$ cat config.mk
export PLATFORM = sky130hd
export DESIGN_NAME = alu_issue_ctrl_flat
export DESIGN_NICKNAME = d
export VERILOG_FILES = /design/src/rtl/alu_issue_ctrl_if.sv /design/src/rtl/alu_issue_ctrl.sv /design/src/flat_wrapper.sv
export SDC_FILE = /design/constraint.sdc
export NUM_CORES = 1
export LEC_CHECK = 0
export BUFFER_PORTS_ARGS = -buffer_cell sky130_fd_sc_hd__buf_2
export CORE_ASPECT_RATIO = 1.2
export CORE_MARGIN = 5
export CORE_UTILIZATION = 52
export CTS_BUF_LIST = sky130_fd_sc_hd__clkbuf_4
export CTS_CLUSTER_SIZE = 20
export DETAILED_ROUTE_END_ITERATION = 12
export MAX_ROUTING_LAYER = met4
export PLACE_DENSITY = 0.88
export SLEW_MARGIN = 20
export SYNTH_ARGS = -nofsm -noshare
export SYNTH_HDL_FRONTEND = slang
export SYNTH_SLANG_ARGS = --single-unit
$ cat constraint.sdc
create_clock -name clk -period 2.4 [get_ports clk]
set_clock_uncertainty 0.05 [all_clocks]
set_input_delay 0.12 -clock clk [delete_from_list [all_inputs] [get_ports clk]]
set_output_delay 0.12 -clock clk [all_outputs]
set_load 0.02 [all_outputs]
$ cat src/rtl/alu_issue_ctrl_if.sv
// Bundle of the upstream issue handshake, the ALU operand/result bus and the result handshake.
// The master modport is the controller's view, and the slave modport is the surrounding datapath's view.
interface alu_issue_ctrl_if #(
  parameter int W    = 32,
  parameter int OP_W = 3
);
  logic            in_valid;
  logic            in_ready;
  logic [31:0]     in_instr;
  logic [W-1:0]    in_rs;
  logic [W-1:0]    in_rt;
  logic [W-1:0]    alu_a;
  logic [W-1:0]    alu_b;
  logic [OP_W-1:0] alu_op;
  logic [W-1:0]    alu_z;
  logic            alu_zero;
  logic            out_valid;
  logic            out_ready;
  logic [W-1:0]    out_z;
  logic            out_zero;
  logic            out_taken;
  logic            out_err;
  logic            chk_err;

  modport master (
    input  in_valid, in_instr, in_rs, in_rt, alu_z, alu_zero, out_ready,
    output in_ready, alu_a, alu_b, alu_op, out_valid, out_z, out_zero,
           out_taken, out_err, chk_err
  );

  modport slave (
    output in_valid, in_instr, in_rs, in_rt, alu_z, alu_zero, out_ready,
    input  in_ready, alu_a, alu_b, alu_op, out_valid, out_z, out_zero,
           out_taken, out_err, chk_err
  );
endinterface

$ cat src/rtl/alu_issue_ctrl.sv
// ALU issue controller. It decodes a MIPS instruction, drives the combinational ALU, and returns the captured result.
// Define ALU_CHECK_EN to add a reference model that compares against the ALU and reports mismatches on chk_err.
module alu_issue_ctrl #(
  parameter int W    = 32,
  parameter int OP_W = 3
) (
  input logic              clk,
  input logic              rst,
  alu_issue_ctrl_if.master bus
);
  localparam logic [OP_W-1:0] OP_AND = OP_W'(3'b000);
  localparam logic [OP_W-1:0] OP_OR  = OP_W'(3'b001);
  localparam logic [OP_W-1:0] OP_ADD = OP_W'(3'b010);
  localparam logic [OP_W-1:0] OP_SUB = OP_W'(3'b110);
  localparam logic [OP_W-1:0] OP_SLT = OP_W'(3'b111);

  typedef enum logic [1:0] {S_IDLE, S_DECODE, S_EXEC, S_DONE} state_e;

  state_e          state_q, state_d;
  logic [5:0]      opc_q;
  logic [15:0]     imm_q;
  logic [W-1:0]    rs_q, rt_q;
  logic [W-1:0]    alu_a_q, alu_b_q;
  logic [OP_W-1:0] alu_op_q;
  logic [W-1:0]    out_z_q;
  logic            out_zero_q, out_taken_q, out_err_q;
  logic [OP_W-1:0] dec_op;
  logic            dec_imm, dec_illegal, dec_beq;
  logic [W-1:0]    imm_ext;
  logic            accept;
  logic            unused_instr;

  // Register-number fields are consumed by the register-read stage, not here.
  assign unused_instr = ^bus.in_instr[25:16];
  assign accept       = (state_q == S_IDLE) && bus.in_valid;
  assign imm_ext      = {{(W-16){imm_q[15]}}, imm_q};

  // NOTE: sequential state uses non-blocking assignments so every flop samples pre-edge values.
  always_ff @(posedge clk) begin
    if (rst) state_q <= S_IDLE;
    else     state_q <= state_d;
  end

  // NOTE: every combinational output gets a default first, so no path can infer a latch.
  always_comb begin
    state_d = state_q;
    unique case (state_q)
      S_IDLE:   if (bus.in_valid) state_d = S_DECODE;
      S_DECODE: state_d = S_EXEC;
      S_EXEC:   state_d = S_DONE;
      S_DONE:   if (bus.out_ready) state_d = S_IDLE;
      default:  state_d = S_IDLE;
    endcase
  end

  always_comb begin
    bus.in_ready  = (state_q == S_IDLE);
    bus.out_valid = (state_q == S_DONE);
  end

  // Funct field shares its bits with the low immediate bits.
  always_comb begin
    dec_op      = OP_ADD;
    dec_imm     = 1'b0;
    dec_illegal = 1'b0;
    dec_beq     = 1'b0;
    case (opc_q)
      6'h00: begin
        case (imm_q[5:0])
          6'h20:   dec_op = OP_ADD;
          6'h22:   dec_op = OP_SUB;
          6'h24:   dec_op = OP_AND;
          6'h25:   dec_op = OP_OR;
          6'h2A:   dec_op = OP_SLT;
          default: dec_illegal = 1'b1;
        endcase
      end
      6'h08, 6'h23, 6'h2B: dec_imm = 1'b1;
      6'h04: begin
        dec_op  = OP_SUB;
        dec_beq = 1'b1;
      end
      default: dec_illegal = 1'b1;
    endcase
  end

  // NOTE: datapath registers are reset too, because every output must read zero after reset.
  always_ff @(posedge clk) begin
    if (rst) begin
      opc_q       <= '0;
      imm_q       <= '0;
      rs_q        <= '0;
      rt_q        <= '0;
      alu_a_q     <= '0;
      alu_b_q     <= '0;
      alu_op_q    <= '0;
      out_z_q     <= '0;
      out_zero_q  <= 1'b0;
      out_taken_q <= 1'b0;
      out_err_q   <= 1'b0;
    end else begin
      if (accept) begin
        opc_q <= bus.in_instr[31:26];
        imm_q <= bus.in_instr[15:0];
        rs_q  <= bus.in_rs;
        rt_q  <= bus.in_rt;
      end
      if (state_q == S_DECODE) begin
        alu_a_q  <= rs_q;
        alu_b_q  <= dec_imm ? imm_ext : rt_q;
        alu_op_q <= dec_op;
      end
      if (state_q == S_EXEC) begin
        out_z_q     <= bus.alu_z;
        out_zero_q  <= bus.alu_zero;
        out_taken_q <= dec_beq & bus.alu_zero;
        out_err_q   <= dec_illegal;
      end
    end
  end

  assign bus.alu_a     = alu_a_q;
  assign bus.alu_b     = alu_b_q;
  assign bus.alu_op    = alu_op_q;
  assign bus.out_z     = out_z_q;
  assign bus.out_zero  = out_zero_q;
  assign bus.out_taken = out_taken_q;
  assign bus.out_err   = out_err_q;

`ifdef ALU_CHECK_EN
  logic [W-1:0] ref_z;
  logic         chk_err_q;

  always_comb begin
    ref_z = alu_a_q + alu_b_q;
    case (alu_op_q)
      OP_AND:  ref_z = alu_a_q & alu_b_q;
      OP_OR:   ref_z = alu_a_q | alu_b_q;
      OP_SUB:  ref_z = alu_a_q - alu_b_q;
      OP_SLT:  ref_z = {{(W-1){1'b0}}, ($signed(alu_a_q) < $signed(alu_b_q))};
      default: ref_z = alu_a_q + alu_b_q;
    endcase
  end

  // The flag is cleared when the next transaction is accepted and held through DONE.
  always_ff @(posedge clk) begin
    if (rst)                   chk_err_q <= 1'b0;
    else if (accept)           chk_err_q <= 1'b0;
    else if (state_q == S_EXEC)
      chk_err_q <= (ref_z != bus.alu_z) || (bus.alu_zero != (bus.alu_z == '0));
  end

  assign bus.chk_err = chk_err_q;
`else
  assign bus.chk_err = 1'b0;
`endif
endmodule
$ cat src/flat_wrapper.sv
// flat-port wrapper written by rule: the top's interface ports become plain ports
module alu_issue_ctrl_flat 
#(
  parameter int W    = 32,
  parameter int OP_W = 3
)
  (clk, rst, bus_in_valid, bus_in_instr, bus_in_rs, bus_in_rt, bus_alu_z, bus_alu_zero, bus_out_ready, bus_in_ready, bus_alu_a, bus_alu_b, bus_alu_op, bus_out_valid, bus_out_z, bus_out_zero, bus_out_taken, bus_out_err, bus_chk_err);
  alu_issue_ctrl_if #(.W(W), .OP_W(OP_W)) bus_i ();
  input logic clk;
  input logic rst;
  input wire logic [$bits(bus_i.in_valid)-1:0] bus_in_valid;
  input wire logic [$bits(bus_i.in_instr)-1:0] bus_in_instr;
  input wire logic [$bits(bus_i.in_rs)-1:0] bus_in_rs;
  input wire logic [$bits(bus_i.in_rt)-1:0] bus_in_rt;
  input wire logic [$bits(bus_i.alu_z)-1:0] bus_alu_z;
  input wire logic [$bits(bus_i.alu_zero)-1:0] bus_alu_zero;
  input wire logic [$bits(bus_i.out_ready)-1:0] bus_out_ready;
  output wire logic [$bits(bus_i.in_ready)-1:0] bus_in_ready;
  output wire logic [$bits(bus_i.alu_a)-1:0] bus_alu_a;
  output wire logic [$bits(bus_i.alu_b)-1:0] bus_alu_b;
  output wire logic [$bits(bus_i.alu_op)-1:0] bus_alu_op;
  output wire logic [$bits(bus_i.out_valid)-1:0] bus_out_valid;
  output wire logic [$bits(bus_i.out_z)-1:0] bus_out_z;
  output wire logic [$bits(bus_i.out_zero)-1:0] bus_out_zero;
  output wire logic [$bits(bus_i.out_taken)-1:0] bus_out_taken;
  output wire logic [$bits(bus_i.out_err)-1:0] bus_out_err;
  output wire logic [$bits(bus_i.chk_err)-1:0] bus_chk_err;
  assign bus_i.in_valid = bus_in_valid;
  assign bus_i.in_instr = bus_in_instr;
  assign bus_i.in_rs = bus_in_rs;
  assign bus_i.in_rt = bus_in_rt;
  assign bus_i.alu_z = bus_alu_z;
  assign bus_i.alu_zero = bus_alu_zero;
  assign bus_i.out_ready = bus_out_ready;
  assign bus_in_ready = bus_i.in_ready;
  assign bus_alu_a = bus_i.alu_a;
  assign bus_alu_b = bus_i.alu_b;
  assign bus_alu_op = bus_i.alu_op;
  assign bus_out_valid = bus_i.out_valid;
  assign bus_out_z = bus_i.out_z;
  assign bus_out_zero = bus_i.out_zero;
  assign bus_out_taken = bus_i.out_taken;
  assign bus_out_err = bus_i.out_err;
  assign bus_chk_err = bus_i.chk_err;
  alu_issue_ctrl #(.W(W), .OP_W(OP_W)) u_core (.clk(clk), .rst(rst), .bus(bus_i));
endmodule
==> results.cfg, run 1 <==
[outcome]
status = complete, no violations

[clock_network]
cts_max_level = 4
cts_tree = built
postCtsSetupBuffers = 0
cts-buffers-inserted = 17
cts_buffer_depth = 2
clock_latency_ns = 0.57
cts.sinks = 190
root_buffer = clkbuf_4
path_clk_slew_ns = 0.15

[sta]
period_needed_ns = 2.33
period_share_pct = 97.0
fin_setup_tns_ns = 0
rsz0062_at_grt = no
worst_pin_slew_ns = 1.07
finalHoldViolCount = 0
final-setup-viol-count = 0
fmax_mhz = 430
relSlewSlack_pct = 28.1
maxSlewViolCount = 0

[floorplan]
die_x_um = 116
floorplan.die_area_mm2 = 0.0159
dieHeight_um = 137
initial_utilization_pct = 53.0
num_rows = 46
core_mm2 = 0.0132
ios = 238

[routing]
via_per_inst = 5.44
drc = 0
wl_per_cell_um = 17.9
vias = 7349
drtIter0Drc = 639
wl_um = 24200
first_pass_iters = 6
ant_nets = 0

[cells_and_area]
drive_gt1_share_pct = 24.2
finalInstanceArea_mm2 = 0.0103
regArea_mm2 = 0.00380
area_growth_pct = 47.4
multi_input_area_mm2 = 0.00295
instances_no_fill = 1352
layout.nets = 1306
num-fill-cells = 766

[hold_path]
hold_path.class = input port to flip-flop

[place]
place_area_mm2 = 0.00827
dp_hpwl_um = 12100
place.gp.congestion = 0.824
io_buffers = 226
placedCellCount = 1142

[worst_setup_path]
path_class = flip-flop to flip-flop
cp_max_fo = 28
worstPathRequired_ns = 2.85
start_kind = flip-flop
end_kind = flip-flop
arrival_ns = 2.78

[yosys]
yosysTopAreaCell = dfxtp_1
synth_cells = 800
yosys.cell_count.top_type = nand2_1
synth_area_leaders = dfxtp_1 (54%), nand2_1 (12%), mux2i_1 (9.6%)
synthesis.nets = 937
ys_warn_count = 0
syn_avg_cell_area_um2 = 8.74
synth_top_area_share_pct = 54.4
synthArstFlopShare_pct = 0
synth_edf_count = 0
ys_ff_latch = 190
synth_area_mm2 = 0.00699
synth_cell_types = 34
synth_ff_type = dfxtp_1
synth_common_cells = nand2_1 (221), dfxtp_1 (190), nor2_1 (101)
seq_area_frac_synth_pct = 54.4

[run]
maxCapViolCount = 0

[grt]
gr-usage-all-layers_pct = 30.9
overflow = 0
grt_pass1_wl_um = 37700
antenna_found_initial = 2
grt_pass1_vias = 7602
grt_max_degree = 86

[pwr]
sw_frac_of_total_pct = 40.1
internal-power_mw = 6.15
p_leak_nw = 4.53
p_switching_mw = 4.11
combPwrFrac_pct = 42.2
ir_drop_mv = 0.711
seqPwrFrac_pct = 42.2
powerDensity_mw_per_mm2 = 996
pwr-share-clk_pct = 15.6
==> critical path, stage by stage, from the launching register on <==
cell and delay (ns):
dfxtp_1 0.39, inv_1 0.15, ha_2 0.32, and2_4 0.32, buf_12 0.22, nand2_1 0.08, a21oi_1 0.15, dlygate4sd3_1 0.58
==> cells by family after synthesis <==
kind of cell,after synthesis,synth area share [%]
compound gates,131,12.2
fa+ha+maj,4,0.716
buf+inv,65,3.83
flops,190,54.4
mux,67,9.59
other cells,1,0.0536
simple gates,342,19.2
==> area by class of cell <==
cell class                      count  share of cell area, %
Sequential cell                   190                   36.9
Timing Repair Buffer              410                   29.8
Multi-Input combinational cell    546                   28.7
Tap cell                          168                   2.04
Clock buffer                       20                   1.46
Clock inverter                     12                  0.935
Inverter                            4                  0.146
Antenna cell                        2                 0.0486
==> power groups by stage <==
stage / combinational [mW] / clock (mW) / sequential [mW]
2_1_floorplan: 2.07 / 0 / 4.78
3_3_place_gp: 3.59 / 0 / 4.31
3_5_place_dp: 3.68 / 0 / 4.34
5_1_grt: 4.64 / 1.77 / 4.40
4_1_cts: 4.07 / 1.62 / 4.27
6_report: 4.33 / 1.60 / 4.33
==> registers in the layout, summed over array words and instances, names as in the netlist <==
name and flops:
u_core.bus.alu_a 32, u_core.bus.alu_b 32, u_core.bus.out_z 32, u_core.rs_q 32
u_core.rt_q 32, u_core.imm_q 16, u_core.opc_q 6, u_core.bus.alu_op 3
u_core.state_q 2, u_core.bus.out_err 1, u_core.bus.out_taken 1, u_core.bus.out_zero 1
==> placed cells by master (no fill, tap or decap), types with 2 or more instances in the layout <==
master         instances
a211oi_1               7
a211oi_2              10
a21oi_1               89
a311oi_1              17
buf_12                 6
buf_2                225
buf_4                  2
clkbuf_4              20
clkinv_1               3
clkinv_2               3
clkinvlp_4             3
dfxtp_1              190
diode_2                2
dlygate4sd3_1        174
ha_2                   2
inv_1                  4
mux2i_1               67
nand2_1              220
nand2b_1               3
nand3_1                2
nor2_1               101
nor2b_1                3
nor3_1                 3
nor3b_1                3
==> through the flow <==
| stage | hold slack [ns] | setup slack [ns] | utilization [%] | power [mW] |
|---|---|---|---|---|
| finish | 0.279 | 0.0731 | 78.2 | 10.3 |
| global route | 0.234 | 0.0128 | 78.2 | 10.8 |
| CTS | 0.199 | 0.0647 | 77.8 | 9.96 |
| detailed placement | 0.311 | 0.467 | 62.7 | 8.02 |
| global placement | 0.301 | 0.490 | 62.7 | 7.90 |
| floorplan | 0.206 | 0.514 | - | 6.84 |
==> layer usage <==
layer | vias to the layer above | wire length [um] | track usage, %
li1 | 3386 | - | -
met1 | 3405 | 9150 | 34.7
met2 | 445 | 12000 | 51.6
met3 | 113 | 1940 | 7.52
met4 | 0 | 1080 | 14.6
met5 | - | 0 | -
==> worst paths after layout <==
path                                   from                          endpoint  slack, ns  cells past startpoint
max          u_core.state_q[1]$_SDFFE_PP0P_      u_core.rt_q[22]$_SDFFE_PP0P_       0.07                      7
min                            bus_alu_z[1]  u_core.bus.out_z[1]$_SDFFE_PP0P_       0.28                      4
max reg2reg  u_core.state_q[1]$_SDFFE_PP0P_      u_core.rt_q[22]$_SDFFE_PP0P_       0.07                      7
min reg2reg     u_core.rt_q[4]$_SDFFE_PP0P_       u_core.rt_q[4]$_SDFFE_PP0P_       0.41                      2
==> timing repair <==
action	CTS	global route
setup endpoints to repair	0	40
endpoints found under the hold margin	135	0
gates resized for setup	0	2
hold buffers	174	0
No activity file was read; power rests on OpenSTA's default activity.
==> inputs of run 2 (changes only) <==
==> constraint.sdc (replaced) <==
create_clock -name clk -period 2.6 [get_ports clk]
set_clock_uncertainty 0.05 [all_clocks]
set_input_delay 0.13 -clock clk [delete_from_list [all_inputs] [get_ports clk]]
set_output_delay 0.13 -clock clk [all_outputs]
set_load 0.02 [all_outputs]
==> run 2 against run 1 <==
Compared with the run above: power is 8.1% lower; count of clock-buffer cells in the layout is 1 lower; final area is 1.5% lower; utilization is 1.2 points lower; highest routed layer unchanged; die area stayed put; worst setup slack better by 0.10 ns; hold slack better by 0.0016 ns.
==> results.cfg, run 2 (synthesized netlist as in run 1, its figures left out) <==
[outcome]
status = complete, no violations

[grt]
grt_pass1_vias = 7398
grt_pass1_wl_um = 36600
antenna_found_initial = 1
grt_max_degree = 86
overflow = 0
gr-usage-all-layers_pct = 30.3

[pwr]
p_leak_nw = 4.42
internal-power_mw = 5.66
pwr-share-clk_pct = 16.7
sw_frac_of_total_pct = 39.9
p_switching_mw = 3.76
combPwrFrac_pct = 40.8
ir_drop_mv = 0.763
powerDensity_mw_per_mm2 = 929
seqPwrFrac_pct = 42.5

[sta]
worst_pin_slew_ns = 1.09
whs_ns = 0.280
period_share_pct = 93.3
maxSlewViolCount = 0
fmax_mhz = 412
rsz0062_at_grt = no
worst_slack_ns = 0.173
relSlewSlack_pct = 27.1
finalHoldViolCount = 0
final-setup-viol-count = 0
fin_setup_tns_ns = 0
period_needed_ns = 2.43

[cells_and_area]
area_growth_pct = 45.1
num-fill-cells = 788
layout_common_cells = buf_2 (225), nand2_1 (220), dfxtp_1 (190), dlygate4sd3_1 (163), nor2_1 (101)
layout.nets = 1292
instances_no_fill = 1337
drive_gt1_share_pct = 24.1
finalInstanceArea_mm2 = 0.0101
final_common_cell = buf_2

[clock_network]
cts_buffer_depth = 2
postCtsSetupBuffers = 0
root_buffer = clkbuf_4
clock_latency_ns = 0.58
cts_max_level = 4
cts-buffers-inserted = 17
path_clk_slew_ns = 0.15
cts_tree = built
cts.sinks = 190

[floorplan]
initial_utilization_pct = 53.0
floorplan.die_area_mm2 = 0.0159
ios = 238
dieHeight_um = 137
num_rows = 46
core_mm2 = 0.0132
die_x_um = 116

[routing]
ant_nets = 0
drc = 0
wl_per_cell_um = 17.8
via_per_inst = 5.40
wl_um = 23800
routed-wl-met2_um = 11800
top_layer = met4
first_pass_iters = 6
wl_met1_um = 9090
drtIter0Drc = 695
wl_met3_um = 1760
vias = 7222

[worst_setup_path]
worstPathRequired_ns = 3.07
path_class = flip-flop to flip-flop
critPathLaunch = u_core.state_q[1]$_SDFFE_PP0P_
worstSetupEndpoint = u_core.rt_q[26]$_SDFFE_PP0P_
reg2reg_to = u_core.rt_q[26]$_SDFFE_PP0P_
start_kind = flip-flop
critical_path.max_stage_delay_ns = 0.57
crit_chain = inv_1 -> ha_2 -> and2_4 -> buf_12 -> nand2_1 -> a21oi_1 -> dlygate4sd3_1
rr_worst_depth = 7
cp_max_fo = 54
r2r_start = u_core.state_q[1]$_SDFFE_PP0P_
r2r_setup_slack_ns = 0.17
arrival_ns = 2.90
crit_slowest_cell = dlygate4sd3_1
end_kind = flip-flop

[place]
placedCellCount = 1141
dp_hpwl_um = 12200
place_area_mm2 = 0.00823
io_buffers = 226
place.gp.congestion = 0.825
place_ws_ns = 0.657

[hold_path]
hold_path.class = input port to flip-flop

[run]
maxCapViolCount = 0
==> run 2: worst min-delay path by stage <==
stage | start | to | slack (ns) | cells past startpoint
after global routing | bus_in_rs[21] | u_core.rs_q[21]$_SDFFE_PP0P_ | 0.25 | 4
after global placement | bus_alu_z[19] | u_core.bus.out_z[19]$_SDFFE_PP0P_ | 0.31 | 3
after floorplan | bus_in_instr[10] | u_core.imm_q[10]$_SDFFE_PP0P_ | 0.22 | 2
after CTS | bus_alu_z[30] | u_core.bus.out_z[30]$_SDFFE_PP0P_ | 0.23 | 4
after detailed placement | bus_alu_z[9] | u_core.bus.out_z[9]$_SDFFE_PP0P_ | 0.32 | 3
final | bus_alu_z[29] | u_core.bus.out_z[29]$_SDFFE_PP0P_ | 0.28 | 4
==> run 2: per-stage QoR <==
stage               utilization, %  total power, mW
CTS                           76.8             9.20
finish                        77.0             9.43
global route                  77.0             9.90
global placement              62.5             7.25
detailed placement            62.5             7.36
floorplan                        -             6.32
==> run 2: layer usage <==
| layer | up-vias | track usage (%) |
|---|---|---|
| met1 | 3356 | 34.7 |
| met3 | 95 | 6.63 |
| li1 | 3360 | - |
| met2 | 411 | 49.7 |
| met4 | 0 | 15.4 |
| met5 | - | - |
==> run 2: cell type report <==
class                      count  area (um2)  area share (%)
antenna                        1        2.50          0.0247
clock buffer                  19         143            1.41
clock inverter                13         121            1.20
inverter                       4        15.0           0.148
multi-input combinational    545        2960            29.1
sequential                   190        3800            37.5
tap                          168         210            2.07
timing repair buffer         397        2890            28.5
==> run 2: worst max-delay path, delay by kind of cell (launching register included) <==
family	cells	cell delay [ns]
buffers and inverters	3	0.99
AND/OR/NAND/NOR	2	0.40
AO/OA/AOI/OAI	1	0.19
adder cells (fa/ha/maj)	1	0.33
flip-flops	1	0.39
==> run 2: power by group through the flow <==
| stage | clock network [mW] | registers, mW | logic, mW |
|---|---|---|---|
| final | 1.57 | 4.00 | 3.85 |
| after CTS | 1.58 | 3.95 | 3.67 |
| after global routing | 1.70 | 4.06 | 4.14 |
| after floorplan | 0 | 4.41 | 1.91 |
| after global placement | 0 | 3.98 | 3.27 |
| after detailed placement | 0 | 4.01 | 3.35 |
==> run 2: timing repair <==
item,4_1_cts,5_1_grt
gates resized for setup,0,2
hold buffers,163,0
endpoints found under the setup margin,0,20
endpoints found under the hold margin,135,0
==> inputs of run 3 (changes only) <==
--- a/config.mk
+++ b/config.mk
@@ -8,12 +8,12 @@
 export BUFFER_PORTS_ARGS = -buffer_cell sky130_fd_sc_hd__buf_2
 export CORE_ASPECT_RATIO = 1.2
 export CORE_MARGIN = 5
-export CORE_UTILIZATION = 52
-export CTS_BUF_LIST = sky130_fd_sc_hd__clkbuf_4
+export CORE_UTILIZATION = 50
+export CTS_BUF_LIST = sky130_fd_sc_hd__clkbuf_16
 export CTS_CLUSTER_SIZE = 20
 export DETAILED_ROUTE_END_ITERATION = 12
 export MAX_ROUTING_LAYER = met4
-export PLACE_DENSITY = 0.88
+export PLACE_DENSITY = 0.86
 export SLEW_MARGIN = 20
 export SYNTH_ARGS = -nofsm -noshare
 export SYNTH_HDL_FRONTEND = slang
==> run 3 against run 2 <==
Compared with the run above: via count down 4.7%; cell count down 2.7%; clock power up 69%; worst setup slack better by 0.36 ns; critical path depth down 2; hold slack worse by 0.19 ns; maximum frequency up 17%; combinational power down 6.8%; sequential share of layout area up 0.35 points; register-to-register slack better by 0.36 ns; highest routed layer unchanged; first-iteration DRC count down 27%.
==> results.cfg, run 3 (synthesized netlist as in run 1, its figures left out) <==
[grt]
overflow = 0
grt_pass1_wl_um = 35700
grt_max_degree = 86
grt_pass1_vias = 7113
antenna_found_initial = 1
gr-usage-all-layers_pct = 27.3

[worst_setup_path]
arrival_ns = 2.33
crit_chain = or4b_4 -> a211oi_4 -> buf_4 -> nand2_1 -> a311oi_1
worstPathRequired_ns = 2.86
path_class = flip-flop to flip-flop
crit_slowest_cell = or4b_4
start_kind = flip-flop
critical_path.max_stage_delay_ns = 0.57
cp_max_fo = 14
end_kind = flip-flop

[routing]
wl_per_cell_um = 17.2
drc = 0
via_per_inst = 5.29
vias = 6886
first_pass_iters = 5
ant_nets = 0
drtIter0Drc = 508
wl_um = 22400

[sta]
period_needed_ns = 2.07
worst_slack_ns = 0.528
final-setup-viol-count = 0
period_share_pct = 79.7
relSlewSlack_pct = 28.0
fin_setup_tns_ns = 0
maxSlewViolCount = 0
finalHoldViolCount = 0
rsz0062_at_grt = no
whs_ns = 0.0926
fmax_mhz = 483
worst_pin_slew_ns = 1.07

[cells_and_area]
num-fill-cells = 935
fin_util_pct = 73.0
area_growth_pct = 43.7
layout.nets = 1252
drive_gt1_share_pct = 25.2
final_common_cell = buf_2
layout_common_cells = buf_2 (225), nand2_1 (220), dfxtp_1 (190), dlygate4sd3_1 (120), nor2_1 (101)
finalInstanceArea_mm2 = 0.0100

[clock_network]
cts_tree = built
cts_max_level = 4
post_cts_resize_count = 0
cts_hold_buf = 120
postCtsSetupBuffers = 0
cts.sinks = 190
root_buffer = clkbuf_16
path_clk_slew_ns = 0.07
clock_latency_ns = 0.43
cts-buffers-inserted = 17
cts_buffer_depth = 2

[place]
place.gp.congestion = 0.786
place_ws_ns = 0.638
dp_hpwl_um = 12200
io_buffers = 226
place_area_mm2 = 0.00825

[pwr]
pwr-share-clk_pct = 25.9
internal-power_mw = 6.45
p_switching_mw = 3.77
combPwrFrac_pct = 35.2
p_leak_nw = 4.33
seqPwrFrac_pct = 38.9
sw_frac_of_total_pct = 36.9
ir_drop_mv = 0.745
powerDensity_mw_per_mm2 = 1020

[hold_path]
hold_path.class = input port to flip-flop

[floorplan]
ios = 238
initial_utilization_pct = 50.8
num_rows = 47
core_mm2 = 0.0138
die_x_um = 118
floorplan.die_area_mm2 = 0.0165
dieHeight_um = 140

[run]
maxCapViolCount = 0

[outcome]
status = complete, no violations
==> run 3: changes by cell type in the layout (fill, tap and decap cells not counted), sizes merged <==
cell         change
clkbuf           -2
inv              +3
clkinv           -4
diode            +1
clkinvlp         +2
dlygate4sd3     -43
bufinv           +1
buf              +3
==> run 3: stage by stage <==
stage,power (mW),instances
6_report,10.2,1301
5_1_grt,10.8,1300
4_1_cts,10.1,1299
3_5_place_dp,7.37,1147
3_3_place_gp,7.28,1147
2_1_floorplan,6.32,800
==> run 3: area by class of cell <==
class                           instances  area (um2)  share of cell area [%]
Sequential cell                       190        3800                    37.9
Timing Repair Buffer                  357        2470                    24.6
Tap cell                              171         214                    2.13
Inverter                                4        15.0                   0.149
Clock buffer                           17         425                    4.23
Clock inverter                         15         169                    1.68
Multi-Input combinational cell        545        2940                    29.3
Antenna cell                            2        5.00                  0.0498
==> run 3: worst max-delay path, delay by kind of cell (launching register included) <==
family / cells / cell delay, ns
AND/OR/NAND/NOR: 2 / 0.66
flip-flops: 1 / 0.34
AO/OA/AOI/OAI: 2 / 0.64
buffers and inverters: 1 / 0.26
==> run 3: worst paths after layout <==
kind	startpoint	endpoint	slack (ns)	cells past startpoint
hold reg to reg	u_core.rt_q[14]$_SDFFE_PP0P_	u_core.rt_q[14]$_SDFFE_PP0P_	0.40	2
setup reg to reg	u_core.opc_q[5]$_SDFFE_PP0P_	u_core.bus.alu_b[9]$_SDFFE_PP0N_	0.53	5
hold / removal	rst	u_core.rt_q[30]$_SDFFE_PP0P_	0.09	2
setup / recovery	u_core.opc_q[5]$_SDFFE_PP0P_	u_core.bus.alu_b[9]$_SDFFE_PP0N_	0.53	5
==> run 3: power groups by stage <==
stage | Clock (mW) | Combinational, mW | Sequential [mW]
after detailed placement | 0 | 3.36 | 4.00
final | 2.65 | 3.59 | 3.97
after CTS | 2.66 | 3.51 | 3.95
after global placement | 0 | 3.30 | 3.98
after global routing | 2.81 | 3.90 | 4.05
after floorplan | 0 | 1.91 | 4.41
==> run 3: metal layers <==
metal | wire (um) | track usage (%) | share of wire [%]
met1 | 8450 | 29.8 | 38
met5 | 0 | - | 0
met2 | 11500 | 45.8 | 51
met3 | 1530 | 7.31 | 6.8
met4 | 940 | 13.7 | 4.2
